## src/rtl/dmem_bus_pkg.sv

```systemverilog
// Shared types and defaults for the data-memory bus controller.
package dmem_bus_pkg;

    typedef enum logic [1:0] {
        IDLE = 2'd0,
        REQ  = 2'd1,
        RSP  = 2'd2,
        DONE = 2'd3
    } state_t;

    localparam int TIMEOUT_CYC_DEF = 256;

endpackage

```

## src/rtl/dmem_timeout_cnt.sv

```systemverilog
// Cycle counter that flags expiry on its last allowed wait cycle.
module dmem_timeout_cnt #(
    parameter int CNT_W       = 9,
    parameter int TIMEOUT_CYC = 256
) (
    input  logic clk,
    input  logic rst,
    input  logic clr,
    input  logic en,
    output logic expire
);

    localparam logic [CNT_W-1:0] LAST = CNT_W'(TIMEOUT_CYC - 1);

    logic [CNT_W-1:0] cnt;

    always_ff @(posedge clk or posedge rst) begin
        if (rst) begin
            cnt <= '0;
        end else if (clr) begin
            cnt <= '0;
        end else if (en) begin
            cnt <= cnt + CNT_W'(1);
        end
    end

    // A zero timeout disables expiry entirely
    assign expire = en && (TIMEOUT_CYC != 0) && (cnt == LAST);

endmodule

```

## src/rtl/dmem_bus_ctrl.sv

```systemverilog
// LSU data-memory access controller: runs one request on a valid/ready bus,
// stalls the pipeline until completion, reports bus-error/timeout faults.
module dmem_bus_ctrl
    import dmem_bus_pkg::*;
#(
    parameter int XLEN        = 32,
    parameter int TIMEOUT_CYC = TIMEOUT_CYC_DEF,
    parameter int CNT_W       = 9
) (
    input  logic            clk,
    input  logic            rst,
    input  logic            data_valid,
    input  logic            data_wen,
    input  logic [3:0]      data_wstrb,
    input  logic [XLEN-1:0] data_addr,
    input  logic [XLEN-1:0] data_wdata,
    input  logic            flush,
    output logic [XLEN-1:0] data_rdata,
    output logic            data_ready,
    output logic            lsu_stall,
    output logic            lsu_fault,
    output logic            bus_req_valid,
    input  logic            bus_req_ready,
    output logic [XLEN-1:0] bus_req_addr,
    output logic            bus_req_write,
    output logic [3:0]      bus_req_wstrb,
    output logic [XLEN-1:0] bus_req_wdata,
    input  logic            bus_rsp_valid,
    output logic            bus_rsp_ready,
    input  logic [XLEN-1:0] bus_rsp_rdata,
    input  logic            bus_rsp_err
);

    state_t state;
    logic   orphan;
    logic   err_q;
    logic   tmo_q;
    logic   tmo_en;
    logic   tmo_clr;
    logic   expire;

    assign tmo_en  = (state == REQ) || (state == RSP);
    assign tmo_clr = !tmo_en || ((state == REQ) && bus_req_ready);

    dmem_timeout_cnt #(
        .CNT_W       (CNT_W),
        .TIMEOUT_CYC (TIMEOUT_CYC)
    ) u_tmo (
        .clk    (clk),
        .rst    (rst),
        .clr    (tmo_clr),
        .en     (tmo_en),
        .expire (expire)
    );

    always_ff @(posedge clk or posedge rst) begin
        if (rst) begin
            state         <= IDLE;
            orphan        <= 1'b0;
            err_q         <= 1'b0;
            tmo_q         <= 1'b0;
            data_rdata    <= '0;
            bus_req_addr  <= '0;
            bus_req_write <= 1'b0;
            bus_req_wstrb <= '0;
            bus_req_wdata <= '0;
        end else begin
            // A late response to an abandoned access is swallowed here
            if (orphan && bus_rsp_valid) begin
                orphan <= 1'b0;
            end
            unique case (state)
                IDLE: begin
                    if (data_valid && !flush && !orphan) begin
                        bus_req_addr  <= {data_addr[XLEN-1:2], 2'b00};
                        bus_req_write <= data_wen;
                        bus_req_wstrb <= data_wstrb;
                        bus_req_wdata <= data_wdata;
                        err_q         <= 1'b0;
                        tmo_q         <= 1'b0;
                        state         <= REQ;
                    end
                end
                REQ: begin
                    if (flush) begin
                        if (bus_req_ready) begin
                            orphan <= 1'b1;
                        end
                        state <= IDLE;
                    end else if (bus_req_ready) begin
                        state <= RSP;
                    end else if (expire) begin
                        tmo_q <= 1'b1;
                        state <= DONE;
                    end
                end
                RSP: begin
                    if (flush) begin
                        if (!bus_rsp_valid) begin
                            orphan <= 1'b1;
                        end
                        state <= IDLE;
                    end else if (bus_rsp_valid) begin
                        if (!bus_req_write) begin
                            data_rdata <= bus_rsp_rdata;
                        end
                        err_q <= bus_rsp_err;
                        state <= DONE;
                    end else if (expire) begin
                        tmo_q  <= 1'b1;
                        orphan <= 1'b1;
                        state  <= DONE;
                    end
                end
                DONE: begin
                    state <= IDLE;
                end
                default: begin
                    state <= IDLE;
                end
            endcase
        end
    end

    assign bus_req_valid = (state == REQ);
    assign bus_rsp_ready = (state == RSP) || orphan;
    assign data_ready    = (state == DONE) && !flush;
    assign lsu_fault     = data_ready && (err_q || tmo_q);

    // Reset gates the stall so the pipeline is released immediately
    assign lsu_stall = !rst && !flush &&
                       (((state == IDLE) && data_valid) ||
                        (state == REQ) || (state == RSP));

endmodule
```

## config.mk

```make
export PLATFORM = sky130hd
export DESIGN_NAME = dmem_bus_ctrl
export DESIGN_NICKNAME = d
export VERILOG_FILES = /design/src/rtl/dmem_bus_pkg.sv /design/src/rtl/dmem_timeout_cnt.sv /design/src/rtl/dmem_bus_ctrl.sv
export SDC_FILE = /design/constraint.sdc
export NUM_CORES = 1
export LEC_CHECK = 0
export BUFFER_PORTS_ARGS = -buffer_cell sky130_fd_sc_hd__buf_2
export CORE_ASPECT_RATIO = 0.75
export CORE_MARGIN = 4
export CORE_UTILIZATION = 40
export DETAILED_ROUTE_END_ITERATION = 8
export GPL_TIMING_DRIVEN = 0
export PLACE_DENSITY_LB_ADDON = 0.3
export SLEW_MARGIN = 20
export SYNTH_ARGS = -nofsm -noshare
export SYNTH_HDL_FRONTEND = slang
export SYNTH_SLANG_ARGS = --single-unit
```

## constraint.sdc

```tcl
create_clock -name clk -period 2.71 [get_ports clk]
set_input_delay 0 -clock clk [delete_from_list [all_inputs] [get_ports clk]]
set_output_delay 0 -clock clk [all_outputs]
set_load 0.05 [all_outputs]
```

==> impl_metrics.toml, run 1 <==
[cts]
postCtsSetupRepairBufs = 0
cts_root_buf = "clkbuf_16"
cts_tree = "yes"
post_cts_resized = 0
worstSkewPairLatency_ps = 390
cts_hold_buf = 102
clkSinkCount = 113
clk_path_buf_depth = 2
path_clk_slew_ps = 50
cts_buffers = 17
ctsHtreeMaxLevel = 4

[worst_setup_path]
cp-end-kind = "register"
worstPathArrival_ps = 2350
crit_fanout = 8
r2r_start = "state[1]"
r2r_setup_slack_ps = 640
r2r-end = "err_q"
r2r_cells = 7
cp_data_required_time_ps = 2990
path_class = "reg2reg"
start_kind = "register"

[power_and_ir_drop]
p_per_area_mw_per_mm2 = 1300
ir_drop_v = 0.000801
leakage_nw = 3.76

[die]
start_util_pct = 41.8
core_area_sq_mm = 0.0112
rows = 33
die_h_um = 102
dieArea_sq_mm = 0.0135
boundaryPins = 214
fp.dieW_um = 133

[placement]
dp_hpwl_um = 8750
place_congestion = 0.796
io_buffers = 208

[sta]
period_share_pct = 76.4
setup_viol = 0
final_hold_viol_count = 0
relSlewSlack_pct = 55.1
fin_tns_setup_ps = 0
hold_ws_ps = 29.5
max_freq_mhz = 483
period_minus_slack_ps = 2070
tightest_slew_ps = 672
slew_viol_final = 0
fin_worst_skew_ps = 5.14
rsz0062_at_grt = "no"

[final_layout]
areaGrowthSynthToFinish_pct = 62.5
final_common_cell = "buf_2"
drive_above_1_share_pct = 55.1
final_cell_mix = "buf_2, dfrtp_1, dlygate4sd3_1"
nNetsFinal = 757

[global_routing]
grt_pass1_wl_um = 21300
grt_usage_pct = 20.2
grt_antenna_before_repair = 0
grt_max_degree = 36
grt-ovfl-total = 0
grt_pass1_vias = 4054

[flow_run]
cap_violations = 0

[worst_hold_path]
worstHoldStart = "flush"
hp-class = "in2reg"
hold_end = "state[1]"
hold_path_depth = 3

[yosys]
syn_area_sq_mm = 0.00468
seq_area_frac_synth_pct = 60.4
syn_area_per_cell_sq_um = 15.2
ys_warn_count = 0
synth-seq-cells = 113
ys_types = 38
netlist_instances = 309

[route]
vias_per_cell = 4.64
dr.pass1.iters = 6
wl_per_cell_um = 16.4
antenna_left = 0
routed_wl_um = 13400
remaining_drc_errors = 0
drt_iter0_drc = 107
vias = 3776

[outcome]
status = "completed"
==> cells by family after synthesis <==
logic type                 synth area share (%)
buffers and inverters                      3.47
AOI/OAI and AO/OA                          3.58
muxes                                      25.5
xor gates and xnor gates                   1.31
adders and majority gates                  1.87
other                                    0.0801
DFF                                        60.4
and+or+nand+nor                            3.74
==> worst max-delay path, cell delays in order, from the launching register on <==
cell,delay (ps)
dfrtp_1,440
inv_1,130
ha_1,320
a21oi_1,70
a21o_1,200
a31oi_1,170
dlygate4sd3_1,560
o2bb2ai_1,60
==> worst max path at each step <==
stage | cells past startpoint | start | slack (ps) | endpoint
after floorplan | 4 | state[1] | 530 | lsu_stall
after global placement | 2 | rst | 630 | bus_req_addr[19]
after detailed placement | 7 | state[1] | 660 | bus_req_wdata[30]
after CTS | 7 | state[1] | 660 | bus_req_wstrb[1]
after global routing | 7 | state[0] | 510 | data_rdata[7]
final | 7 | state[1] | 640 | err_q
==> stage by stage <==
stage / cells / total power (W) / setup slack (ps) / util [%] / instance area, sq um
finish: 813 / 0.00991 / 639 / 68.0 / 7610
global route: 812 / 0.0103 / 506 / 68.0 / 7600
CTS: 812 / 0.00993 / 659 / 68.0 / 7600
detailed placement: 678 / 0.00757 / 665 / 53.5 / 5990
global placement: 675 / 0.00748 / 627 / 53.0 / 5930
floorplan: 310 / 0.00642 / 529 / - / 4690
==> flip-flops by register name, indices dropped and copies added (netlist names) <==
register       flops
bus_req_addr      30
bus_req_wdata     32
bus_req_write      1
bus_req_wstrb      4
data_rdata        32
err_q              1
orphan             1
state              2
tmo_q              1
u_tmo.cnt          9
==> synth_stat cells, drive strengths merged <==
cell type  count  area, sq um
a211oi         5         37.5
a21boi         1         7.51
a21o           1         7.51
a21oi          7         35.0
a22o           1         8.76
a31oi          1         6.26
a41oi          2         17.5
and3           3         23.8
buf           16          136
conb           1         3.75
dfrtp        113         2830
ha             7         87.6
inv            7         26.3
mux2          99         1190
mux2i          1         10.0
nand2          6         22.5
nand2b         2         12.5
nand3          1         5.00
nand4          3         18.8
nor2          12         52.6
nor2b          3         18.8
nor3           2         15.0
o21a           1         7.51
o21ai          2         10.0
o22a           1         8.76
o22ai          2         12.5
o2bb2ai        1         8.76
or2            1         6.26
xnor2          1         8.76
xor2           6         52.6
==> final cells by class <==
class,count,area (sq um)
repair buffers,313,2120
flip-flops and latches,113,2830
clock inverters,14,166
clock buffers,18,429
multi-input cells,174,1700
diodes,1,2.50
plain buffers,16,136
inverters,7,30.0
well taps,157,196
fillers,772,3580
==> power by group <==
part           internal, W  switching [W]  leakage, nW  total [W]
clock              0.00144       0.000770        0.270    0.00221
sequential         0.00239       0.000376         1.41    0.00277
combinational      0.00148        0.00345         2.08    0.00493
total              0.00531        0.00460         3.76    0.00991
==> routing by layer <==
metal | up-vias | part of all wire, % | GRT usage (%)
met5 | - | 0 | 0
li1 | 1759 | - | -
met2 | 169 | 51 | 35.8
met1 | 1821 | 40 | 23.1
met4 | 0 | 2.3 | 9.27
met3 | 27 | 6.9 | 5.66
Power figures use the tool's default switching activity.
==> run 2: changes to the inputs <==
- ABC_AREA: default -> 1
- clock period: 2.71 -> 1.9 ns (I/O delays scaled with it)
==> run 2 against run 1 <==
  * First-iteration DRC count increased by 110%
  * Setup slack got worse by 550 ps
  * Critical endpoint is now lsu_stall
  * Largest power group unchanged
  * Critical path type is now reg2out
  * Utilization decreased by 0.79 points
  * Flip-flop and latch count unchanged
  * Via count increased by 29%
==> impl_metrics.toml, run 2 <==
[route]
wl_per_cell_um = 14.3
vias = 4857
drt_iter0_drc = 228
antenna_left = 0
dr.pass1.iters = 5
remaining_drc_errors = 0
routed_wl_um = 15200
vias_per_cell = 4.57

[global_routing]
grt_pass1_vias = 5105
grt_usage_pct = 21.7
grt_pass1_wl_um = 24700
grt_antenna_before_repair = 0
grt-ovfl-total = 0
grt_max_degree = 35

[cts]
cts_buffers = 17
clk_path_buf_depth = 2
path_clk_slew_ps = 50
cts_root_buf = "clkbuf_16"
clkSinkCount = 113
worstSkewPairLatency_ps = 390
ctsHtreeMaxLevel = 4
cts_tree = "yes"

[die]
die_h_um = 105
rows = 34
dieArea_sq_mm = 0.0143
start_util_pct = 41.9
core_area_sq_mm = 0.0119
fp.dieW_um = 137
boundaryPins = 214

[placement]
dp_hpwl_um = 9990
dpl_cell_area_sq_mm = 0.00630
place_congestion = 0.874
dp_cells = 927
io_buffers = 209

[sta]
fin_tns_setup_ps = 0
max_freq_mhz = 553
slew_viol_final = 0
period_share_pct = 95.2
period_minus_slack_ps = 1810
setup_viol = 0
fin_worst_skew_ps = 8.69
hold_ws_ps = 62.5
tightest_slew_ps = 604
final_hold_viol_count = 0
relSlewSlack_pct = 59.7

[yosys]
synth_top_area_cell = "dfrtp_1"
synth_most_common_cell = "nand2_1"
netlist_instances = 552
syn_area_per_cell_sq_um = 9.00
seq_area_frac_synth_pct = 56.9
synthTopCellsByArea = "dfrtp_1, nand2_1, inv_1, o21ai_0, o21ai_2"
synth_flop_cell = "dfrtp_1"
ys_warn_count = 0
ys_top_cells_by_count = "nand2_1, inv_1, dfrtp_1, o21ai_0, o21ai_2"
async_reset_ff_share_pct = 100
syn_area_sq_mm = 0.00497
ys_types = 26
synth_edf_count = 0
synth_top_area_share_pct = 56.9
synth-seq-cells = 113

[final_layout]
insertedDiodeCount = 0
final_common_cell = "buf_2"
final_cells = 1062
nNetsFinal = 1003
largest_registers = "bus_req_wdata: 32 flops, data_rdata: 32 flops, bus_req_addr: 30 flops"
areaGrowthSynthToFinish_pct = 60.5
drive_above_1_share_pct = 33.9
final_cell_mix = "buf_2, nand2_1, inv_1"
stdcell_area_sq_mm = 0.00797

[worst_setup_path]
path_class = "reg2out"
crit_fanout = 7
r2r_cells = 11
worstPathArrival_ps = 1810
start_kind = "register"
cp_data_required_time_ps = 1900
cp-end-kind = "output port"

[power_and_ir_drop]
netSwitchingFraction_pct = 49.7
power_frac_comb_pct = 50.6
leakage_nw = 4.45
finalPower_w = 0.0147
ir_drop_v = 0.00102
p_sw_w = 0.00731
clkPwrFrac_pct = 21.9
p_int_w = 0.00740
seq_power_share_pct = 27.5
p_per_area_mw_per_mm2 = 1850

[outcome]
status = "completed"

[worst_hold_path]
hold_path_depth = 3
hp-class = "in2reg"

[flow_run]
cap_violations = 0
## run 2: cell types whose count changed after synthesis, moves of 19 or more
cell	delta
mux2_4	-19
nand2_1	+126
o21ai_2	+32
inv_1	+110
o21ai_0	+70
mux2_2	-80
## run 2: cells by family (layout without fill, tap and decap cells)
kind of cell / count (synthesis) / count (layout) / synth area share [%]
AO/OA/AOI/OAI: 119 / 119 / 14.6
adder cells (fa/ha/maj): 7 / 7 / 1.76
other: 1 / 2 / 0.0755
flip-flops: 113 / 113 / 56.9
buffers and inverters: 143 / 490 / 13.1
AND/OR/NAND/NOR: 169 / 169 / 13.5
## run 2: area by class of cell
cell class / instances / area, sq um
Buffer: 24 / 203
Clock buffer: 22 / 474
Clock inverter: 9 / 131
Fill cell: 918 / 3890
Inverter: 118 / 450
Multi-Input combinational cell: 297 / 1530
Sequential cell: 113 / 2830
Tap cell: 162 / 203
Timing Repair Buffer: 316 / 2150
Timing Repair inverter: 1 / 7.51
## run 2: critical path, stage by stage (launching register included)
cell      delay (ps)
dfrtp_1          410
inv_1            140
ha_2             280
nand2_1          110
a211oi_4         230
buf_4            230
## run 2: through the flow
stage                     worst slack [ps]  util, %
after floorplan                        118        -
after global placement                -227     52.6
after CTS                             22.1     66.9
after detailed placement             -32.1     53.1
after global routing                 -12.6     67.2
final                                 91.2     67.2
## run 2: final timing paths
| path | startpoint | endpoint | slack [ps] |
|---|---|---|---|
| min in group asynchronous | rst | bus_req_wdata[31] | 270 |
| setup / recovery | state[1] | lsu_stall | 90 |
| max in group asynchronous | rst | data_rdata[19] | 1070 |
| hold reg to reg | u_tmo.cnt[4] | u_tmo.cnt[4] | 470 |
| hold / removal | flush | state[1] | 60 |
| setup reg to reg | u_tmo.cnt[1] | state[0] | 90 |
## run 2: power by group through the flow
stage	logic (W)	registers, W	clock network (W)
3_3_place_gp	0.00703	0.00398	0
4_1_cts	0.00734	0.00401	0.00330
6_report	0.00744	0.00405	0.00323
3_5_place_dp	0.00716	0.00403	0
5_1_grt	0.00787	0.00416	0.00339
2_1_floorplan	0.00183	0.00753	0
## run 2: timing repair
action	in CTS	in global routing
pin swaps	0	0
gates cloned	0	1
gates resized for setup	2	9
endpoints found under the setup margin	5	96
setup buffers	0	1
hold buffers	103	0
hold endpoints to repair	123	0
## run 2: routing by layer
| layer | vias to the layer above | routed length, um | track usage [%] |
|---|---|---|---|
| met1 | 2286 | 5970 | 25.6 |
| met4 | 0 | 478 | 9.42 |
| met2 | 178 | 7910 | 38.6 |
| met5 | - | 0 | 0 |
| met3 | 40 | 863 | 3.97 |
| li1 | 2353 | - | - |
